$ cat config.mk
export PLATFORM = sky130hd
export DESIGN_NAME = ppc_nand_regif
export DESIGN_NICKNAME = d
export VERILOG_FILES = /design/src/rtl/ppc_nand_pkg.sv /design/src/rtl/ppc_nand_wdt.sv /design/src/rtl/ppc_nand_regif.sv
export SDC_FILE = /design/constraint.sdc
export NUM_CORES = 1
export LEC_CHECK = 0
export CORE_MARGIN = 2
export CORE_UTILIZATION = 30
export CTS_CLUSTER_SIZE = 14
export DETAILED_ROUTE_END_ITERATION = 6
export SLEW_MARGIN = 15
export SYNTH_ARGS = -nofsm -noshare
export SYNTH_HDL_FRONTEND = slang
export SYNTH_SLANG_ARGS = --single-unit
$ cat constraint.sdc
create_clock -name clk -period 10.51 [get_ports clk]
set_input_delay 3.153 -clock clk [delete_from_list [all_inputs] [get_ports clk]]
set_output_delay 3.153 -clock clk [all_outputs]
set_load 0.03 [all_outputs]
$ cat src/rtl/ppc_nand_pkg.sv
// ============================================================================
// ppc_nand_pkg : register map, NFCR/INTSR bit positions for ppc_nand_regif
// Rev 1.0
// ============================================================================
`default_nettype none

package ppc_nand_pkg;

    localparam int REG_NFADDR0 = 32'h800;
    localparam int REG_NFCR    = 32'h801;
    localparam int REG_ID      = 32'h802;
    localparam int REG_STATUS  = 32'h803;
    localparam int REG_NFADDR1 = 32'h804;
    localparam int REG_VALID   = 32'h805;
    localparam int REG_NFECC0  = 32'h806;
    localparam int REG_INTSR   = 32'h807;
    localparam int REG_INTEN   = 32'h808;
    localparam int REG_WDTCNT  = 32'h809;
    localparam int PAGE_BASE   = 32'h400;

    localparam int NFCR_OP_LO  = 0;
    localparam int NFCR_PS_LO  = 4;
    localparam int NFCR_WDTEN  = 6;
    localparam int NFCR_START  = 7;
    localparam int NFCR_CE_LO  = 8;

    localparam int INT_DONE    = 0;
    localparam int INT_TIMEOUT = 1;
    localparam int INT_BUSYERR = 2;
    localparam int INT_W       = 3;

    localparam logic [31:0] UNMAPPED_VAL = 32'hFFFF_0000;

    // Registers that must not change under a running command.
    function automatic logic is_busy_guarded(input logic [31:0] idx);
        return (idx == REG_NFCR) || (idx == REG_NFADDR0) || (idx == REG_NFADDR1);
    endfunction

endpackage

`default_nettype wire

$ cat src/rtl/ppc_nand_wdt.sv
// ============================================================================
// ppc_nand_wdt : command watchdog counter with clear, enable and timeout flag
// Rev 1.0
// ============================================================================
`default_nettype none

module ppc_nand_wdt #(
    parameter int WDT_LIMIT = 1000000,
    parameter int CNT_W     = $clog2(WDT_LIMIT) + 1
) (
    input  logic             clk,
    input  logic             rst,
    input  logic             clr_i,
    input  logic             en_i,
    input  logic             chk_i,
    output logic [CNT_W-1:0] cnt_o,
    output logic             timeout_o
);

    logic [CNT_W-1:0] cnt_q;
    logic [CNT_W-1:0] cnt_d;

    always_comb begin
        cnt_d = cnt_q;
        if (clr_i) begin
            cnt_d = '0;
        end else if (en_i) begin
            cnt_d = cnt_q + 1'b1;
        end
    end

    always_ff @(posedge clk or posedge rst) begin
        if (rst) begin
            cnt_q <= '0;
        end else begin
            cnt_q <= cnt_d;
        end
    end

    assign cnt_o     = cnt_q;
    assign timeout_o = en_i & chk_i & (cnt_q == CNT_W'(WDT_LIMIT - 1));

endmodule

`default_nettype wire

$ cat src/rtl/ppc_nand_regif.sv
// ============================================================================
// ppc_nand_regif : PowerPC EBI slave for NAND controller registers and page RAM
// Rev 1.0
// ============================================================================
`default_nettype none

module ppc_nand_regif
    import ppc_nand_pkg::*;
#(
    parameter int DATA_W     = 32,
    parameter int ADDR_W     = 16,
    parameter int PAGE_WORDS = 512,
    parameter int NUM_CE     = 4,
    parameter int WDT_LIMIT  = 1000000,
    parameter int CE_W       = (NUM_CE > 1) ? $clog2(NUM_CE) : 1,
    parameter int RAM_AW     = $clog2(PAGE_WORDS)
) (
    input  logic                  clk,
    input  logic                  rst,
    input  logic                  cs_n,
    input  logic                  rd_wr,
    input  logic [DATA_W/8-1:0]   we_n,
    input  logic [ADDR_W-1:0]     ebi_addr,
    input  logic [DATA_W-1:0]     ebi_data_i,
    output logic [DATA_W-1:0]     ebi_data_o,
    output logic                  ebi_data_oe,
    input  logic [DATA_W-1:0]     id,
    input  logic [DATA_W-1:0]     valid,
    input  logic [DATA_W-1:0]     nfecc0,
    input  logic [7:0]            status,
    input  logic                  done,
    output logic                  start,
    output logic                  wdt_en,
    output logic [1:0]            page_size,
    output logic [3:0]            operate,
    output logic [CE_W-1:0]       ce_sel,
    output logic [DATA_W-1:0]     nfaddr0,
    output logic [DATA_W-1:0]     nfaddr1,
    output logic [RAM_AW-1:0]     ram_addr,
    output logic [DATA_W-1:0]     ram_wdata,
    output logic [DATA_W/8-1:0]   ram_be,
    output logic                  ram_we,
    output logic                  ram_re,
    input  logic [DATA_W-1:0]     ram_rdata,
    output logic                  irq
);

    localparam int BE_W  = DATA_W / 8;
    localparam int WDT_W = $clog2(WDT_LIMIT) + 1;

    logic              bus_we, bus_re, we_p, in_win;
    logic [31:0]       idx;
    logic [RAM_AW-1:0] win_off;
    logic              unused_addr_lsb;

    logic              we_o_q;
    logic [DATA_W-1:0] nfaddr0_q, nfaddr0_d, nfaddr1_q, nfaddr1_d;
    logic              start_q, start_d, wdt_en_q, wdt_en_d;
    logic [1:0]        ps_q, ps_d;
    logic [3:0]        op_q, op_d;
    logic [CE_W-1:0]   ce_q, ce_d;
    logic [INT_W-1:0]  intsr_q, intsr_d, inten_q, inten_d;
    logic [INT_W-1:0]  intsr_set, intsr_clr;
    logic              irq_q;
    logic              ram_we_q;
    logic [BE_W-1:0]   ram_be_q;
    logic [DATA_W-1:0] ram_wdata_q, nfcr_word, rdata;
    logic [RAM_AW-1:0] ram_addr_q;

    logic              guarded_wr, busy_err, done_evt, to_evt, wdt_timeout;
    logic              page_wr;
    logic [WDT_W-1:0]  wdt_cnt;

    assign bus_we  = ~cs_n & ~rd_wr & (we_n != {BE_W{1'b1}});
    assign bus_re  = ~cs_n &  rd_wr & (we_n == {BE_W{1'b1}});
    assign we_p    = bus_we & ~we_o_q;
    assign idx     = 32'(ebi_addr[ADDR_W-1:2]);
    assign in_win  = (idx >= PAGE_BASE) && (idx < PAGE_BASE + PAGE_WORDS);
    assign win_off = RAM_AW'(idx - PAGE_BASE);
    assign page_wr = we_p & in_win;
    assign unused_addr_lsb = ^ebi_addr[1:0];

    ppc_nand_wdt #(
        .WDT_LIMIT (WDT_LIMIT),
        .CNT_W     (WDT_W)
    ) u_wdt (
        .clk       (clk),
        .rst       (rst),
        .clr_i     (~start_q),
        .en_i      (start_q),
        .chk_i     (wdt_en_q),
        .cnt_o     (wdt_cnt),
        .timeout_o (wdt_timeout)
    );

    always_comb begin
        nfaddr0_d  = nfaddr0_q;
        nfaddr1_d  = nfaddr1_q;
        start_d    = start_q;
        wdt_en_d   = wdt_en_q;
        ps_d       = ps_q;
        op_d       = op_q;
        ce_d       = ce_q;
        inten_d    = inten_q;
        intsr_clr  = '0;

        guarded_wr = we_p & is_busy_guarded(idx);
        busy_err   = guarded_wr & start_q;
        done_evt   = done & start_q;
        // A coincident done takes precedence over the watchdog.
        to_evt     = wdt_timeout & ~done_evt;

        if (guarded_wr && !start_q) begin
            if (idx == REG_NFADDR0) nfaddr0_d = ebi_data_i;
            if (idx == REG_NFADDR1) nfaddr1_d = ebi_data_i;
            if (idx == REG_NFCR) begin
                start_d  = ebi_data_i[NFCR_START];
                wdt_en_d = ebi_data_i[NFCR_WDTEN];
                ps_d     = ebi_data_i[NFCR_PS_LO +: 2];
                op_d     = ebi_data_i[NFCR_OP_LO +: 4];
                ce_d     = ebi_data_i[NFCR_CE_LO +: CE_W];
            end
        end
        if (done_evt || wdt_timeout) begin
            start_d = 1'b0;
        end

        if (we_p && (idx == REG_INTEN)) inten_d   = ebi_data_i[INT_W-1:0];
        if (we_p && (idx == REG_INTSR)) intsr_clr = ebi_data_i[INT_W-1:0];

        intsr_set              = '0;
        intsr_set[INT_DONE]    = done_evt;
        intsr_set[INT_TIMEOUT] = to_evt;
        intsr_set[INT_BUSYERR] = busy_err;
        intsr_d = (intsr_q & ~intsr_clr) | intsr_set;
    end

    always_ff @(posedge clk or posedge rst) begin
        if (rst) begin
            we_o_q      <= 1'b0;
            nfaddr0_q   <= '0;
            nfaddr1_q   <= '0;
            start_q     <= 1'b0;
            wdt_en_q    <= 1'b0;
            ps_q        <= '0;
            op_q        <= '0;
            ce_q        <= '0;
            intsr_q     <= '0;
            inten_q     <= '0;
            irq_q       <= 1'b0;
            ram_we_q    <= 1'b0;
            ram_be_q    <= '0;
            ram_wdata_q <= '0;
            ram_addr_q  <= '0;
        end else begin
            we_o_q    <= bus_we;
            nfaddr0_q <= nfaddr0_d;
            nfaddr1_q <= nfaddr1_d;
            start_q   <= start_d;
            wdt_en_q  <= wdt_en_d;
            ps_q      <= ps_d;
            op_q      <= op_d;
            ce_q      <= ce_d;
            intsr_q   <= intsr_d;
            inten_q   <= inten_d;
            irq_q     <= |(intsr_q & inten_q);
            ram_we_q  <= page_wr;
            if (page_wr) begin
                ram_be_q    <= ~we_n;
                ram_wdata_q <= ebi_data_i;
                ram_addr_q  <= win_off;
            end
        end
    end

    always_comb begin
        nfcr_word                       = '0;
        nfcr_word[NFCR_OP_LO +: 4]      = op_q;
        nfcr_word[NFCR_PS_LO +: 2]      = ps_q;
        nfcr_word[NFCR_WDTEN]           = wdt_en_q;
        nfcr_word[NFCR_START]           = start_q;
        nfcr_word[NFCR_CE_LO +: CE_W]   = ce_q;

        rdata = DATA_W'(UNMAPPED_VAL);
        case (idx)
            REG_NFADDR0: rdata = nfaddr0_q;
            REG_NFCR:    rdata = nfcr_word;
            REG_ID:      rdata = id;
            REG_STATUS:  rdata = DATA_W'(status);
            REG_NFADDR1: rdata = nfaddr1_q;
            REG_VALID:   rdata = valid;
            REG_NFECC0:  rdata = nfecc0;
            REG_INTSR:   rdata = DATA_W'(intsr_q);
            REG_INTEN:   rdata = DATA_W'(inten_q);
            REG_WDTCNT:  rdata = DATA_W'(wdt_cnt);
            default:     if (in_win) rdata = ram_rdata;
        endcase
    end

    assign ebi_data_o  = rdata;
    assign ebi_data_oe = bus_re;

    assign start     = start_q;
    assign wdt_en    = wdt_en_q;
    assign page_size = ps_q;
    assign operate   = op_q;
    assign ce_sel    = ce_q;
    assign nfaddr0   = nfaddr0_q;
    assign nfaddr1   = nfaddr1_q;
    assign irq       = irq_q;

    // Reads steer the RAM address; otherwise hold the last captured write address.
    assign ram_re    = bus_re & in_win;
    assign ram_addr  = ram_re ? win_off : ram_addr_q;
    assign ram_wdata = ram_wdata_q;
    assign ram_be    = ram_be_q;
    assign ram_we    = ram_we_q;

endmodule

`default_nettype wire
==> results.toml <==
[outcome]
status = "completed"

[sta]
setup_ws_ns = 0.867
max_freq_mhz = 104
fin_crit_ns = 9.64
fin_skew_ns = 0.0106
maxSlewViolCount = 0
setup_viol = 0
max_slew_margin_pct = 34.0
tns_ns = 0
tightestPinTransition_ns = 0.990
finalCritPeriodShare_pct = 91.8
rsz0062_at_grt = "false"
hold_viol_final = 0

[logic_synthesis]
synth_cell_types = 61
yosysWarnings = 0
ys_seq_area_share_pct = 47.8
ys_async_sr_fraction_pct = 100
synth_xor_area_share_pct = 1.57
synthAdderAreaFrac_pct = 0.160
netlist_instances = 693
synthTopCellsByArea = "dfrtp_1, mux2_2, mux2_1"
synthMuxAreaShare_pct = 20.0
synth.most_common_cell = "dfrtp_1"
synthDominantCellAreaShare_pct = 47.8
synth_top_family_by_area = "multiplexers"
synth_area_mm2 = 0.00780
ys_top_cells_by_count = "dfrtp_1, mux2_2, a21oi_1"
synthFlopType = "dfrtp_1"
synth_edf_count = 0
synth_compound_area_share_pct = 13.0
yosys.area.top_type = "dfrtp_1"
synth-simple-area-share_pct = 14.1
avgSynthCellArea_um2 = 11.2
syn-num-nets = 887
ys_ff_latch = 149

[pwr]
sequentialPowerShare_pct = 41.1
clkPwrFrac_pct = 43.2
p_int_uw = 1090
finalPower_uw = 1460
power_switching_share_pct = 25.7
combPwrFrac_pct = 15.7
power.leakage_uw = 0.00524
p_per_area_mw_per_mm2 = 119
p_sw_uw = 376
ir_drop_v = 0.0000810

[floorplanning]
dieHeight_um = 165
die_w_um = 165
rows = 59
ios = 348
initial_core_util_pct = 30.3
die_area_mm2 = 0.0273
core_area_mm2 = 0.0258

[route]
viasPerCell = 5.27
wl_um = 31600
vias = 7262
drt-pass1-iter-count = 4
drtIter0Drc = 572
wire_per_inst_um = 23.0
ant_nets = 0
drc = 0

[critical_path]
crit_path_end_kind = "output pin"
r2r-start = "start"
worstSetupStartpoint = "ebi_addr[6]"
crit_end = "ebi_data_o[5]"
crit_type = "input port to output pin"
worstRegToRegCells = 5
crit_fanout = 8
start_kind = "input port"
crit_chain = "clkdlybuf4s50_1, or4_1, or4_1, nor2_2, buf_4, a22oi_1, nand3_1, clkdlybuf4s50_1"
cp_data_arrival_time_ns = 6.49
critical_path_depth = 8
timing.rr.end = "nfaddr1[5]"
cp_data_required_time_ns = 7.36
path_delay_family = "simple AND/OR/NAND/NOR gates"
ff2ff_setup_slack_ns = 6.84
crit_buf_inv = 3
cp_slowest_cell = "or4_1"
max_stage_delay_ns = 0.78

[worst_hold_path]
hold_path.class = "flip-flop to flip-flop"
hp-start = "ram_be[3]"

[placed_design]
dpl.hpwl_um = 23300
portBuffers = 345
place_area_mm2 = 0.0117
gp_congestion = 0.840
pre_cts_slack_ns = 0.867

[layout]
diodes = 0
area_growth_pct = 57.8
nets = 1225
design_area_mm2 = 0.0123
drive_gt1_share_pct = 17.4
fill_cells = 2400

[global_routing]
grt_pass1_wl_um = 46300
grt-ovfl-total = 0
grt_pass1_vias = 7311
grt_max_degree = 78
grt_antenna_before_repair = 1
track_usage_pct = 23.0

[flow_run]
cap_violations = 0

[clocking]
ctsHoldBuffers = 0
clkSinkCount = 149
path_clk_slew_ns = 0.07
cts_made_buffers = 17
cts_resized = 0
postCtsSetupRepairBufs = 0
cts.htree.levels = 4
clock_latency_ns = 0.42
cts.path.max_buffers = 2
cts_tree = "done"
clock-root-buffer = "clkbuf_16"
## how the worst min path moves through the flow
stage	end	slack (ns)	depth (start not counted)
2_1_floorplan	u_wdt.cnt_o[0]	0.44	1
3_3_place_gp	ram_be[2]	0.46	2
3_5_place_dp	ram_be[3]	0.49	2
4_1_cts	u_wdt.cnt_o[0]	0.50	1
5_1_grt	ram_addr_q[5]	0.51	1
6_report	ram_be[3]	0.50	2
## registers in the layout, summed over array words and instances (netlist names)
| signal | count |
|---|---|
| nfaddr1 | 32 |
| ram_addr_q | 9 |
| ram_be | 4 |
| u_wdt.cnt_o | 21 |
| nfaddr0 | 32 |
| wdt_en | 1 |
| irq | 1 |
| intsr_q | 3 |
| ce_sel | 2 |
| page_size | 2 |
| inten_q | 3 |
| we_o_q | 1 |
| ram_wdata | 32 |
| operate | 4 |
| start | 1 |
| ram_we | 1 |
## worst min-delay path, stage by stage (launching register included)
cell and delay, ns:
dfrtp_1 0.35, nand2_1 0.04, o21ai_0 0.07
## cells by family (layout without fill, tap and decap cells)
group,after synthesis,count (layout)
AOI/OAI and AO/OA,141,141
xor gates and xnor gates,14,14
adders and majority gates,1,1
buffers and inverters,56,406
DFF,149,149
muxes,140,140
and+or+nand+nor,192,192
## layout make-up
class	count	area [µm²]	share of cell area, %
Multi-Input combinational cell	488	3870	31.5
Inverter	6	27.5	0.224
Sequential cell	149	3730	30.3
Timing Repair Buffer	369	3650	29.7
Clock inverter	11	140	1.14
Clock buffer	20	467	3.79
Tap cell	335	419	3.41
## power by group through the flow
stage	clock (µW)	sequential, µW	combinational (µW)
after floorplan	0	644	59.3
after global placement	0	612	230
after detailed placement	0	613	230
after CTS	648	602	232
after global routing	673	604	243
final	633	602	229
## cells in the final DEF (no fill, tap or decap), types with 3 or more instances in the layout
cell | netlist | layout
clkdlybuf4s50_1 | 0 | 342
dfrtp_1 | 149 | 149
mux2_2 | 108 | 108
a21oi_1 | 38 | 38
nand2_1 | 31 | 30
nor2_1 | 30 | 29
nand3_1 | 28 | 28
a22oi_1 | 27 | 27
buf_4 | 3 | 24
a221oi_1 | 21 | 21
mux2_1 | 20 | 20
and2_1 | 18 | 18
clkbuf_16 | 0 | 17
a22o_1 | 14 | 14
o21ai_0 | 13 | 13
a222oi_1 | 13 | 13
mux2i_1 | 12 | 12
nor3_1 | 11 | 11
nor3b_1 | 10 | 10
nor4_1 | 13 | 9
xor2_1 | 8 | 8
nand4_1 | 7 | 7
nand2b_1 | 6 | 6
xnor2_1 | 6 | 6
nor2b_1 | 5 | 5
or3_1 | 5 | 5
inv_1 | 6 | 5
nor4_2 | 1 | 4
or4_1 | 4 | 4
inv_6 | 0 | 4
clkinv_4 | 0 | 4
and4_1 | 3 | 3
and3b_1 | 3 | 3
a21boi_0 | 3 | 3
clkbuf_8 | 0 | 3
## metal layers
metal | up-vias | track usage [%] | part of all wire (%)
li1 | 3309 | - | -
met1 | 3608 | 30.3 | 43
met2 | 307 | 36.8 | 46
met3 | 36 | 7.09 | 8.4
met4 | 2 | 5.85 | 1.7
met5 | - | 0 | 0.041
## metrics by stage
stage | utilization, % | cells | hold slack [ns]
6_report | 47.7 | 1378 | 0.498
5_1_grt | 47.7 | 1378 | 0.511
4_1_cts | 47.7 | 1378 | 0.502
3_5_place_dp | 45.4 | 1347 | 0.487
3_3_place_gp | 45.4 | 1347 | 0.464
2_1_floorplan | - | 693 | 0.444
Note: power is estimated with default switching activity, not from simulation.
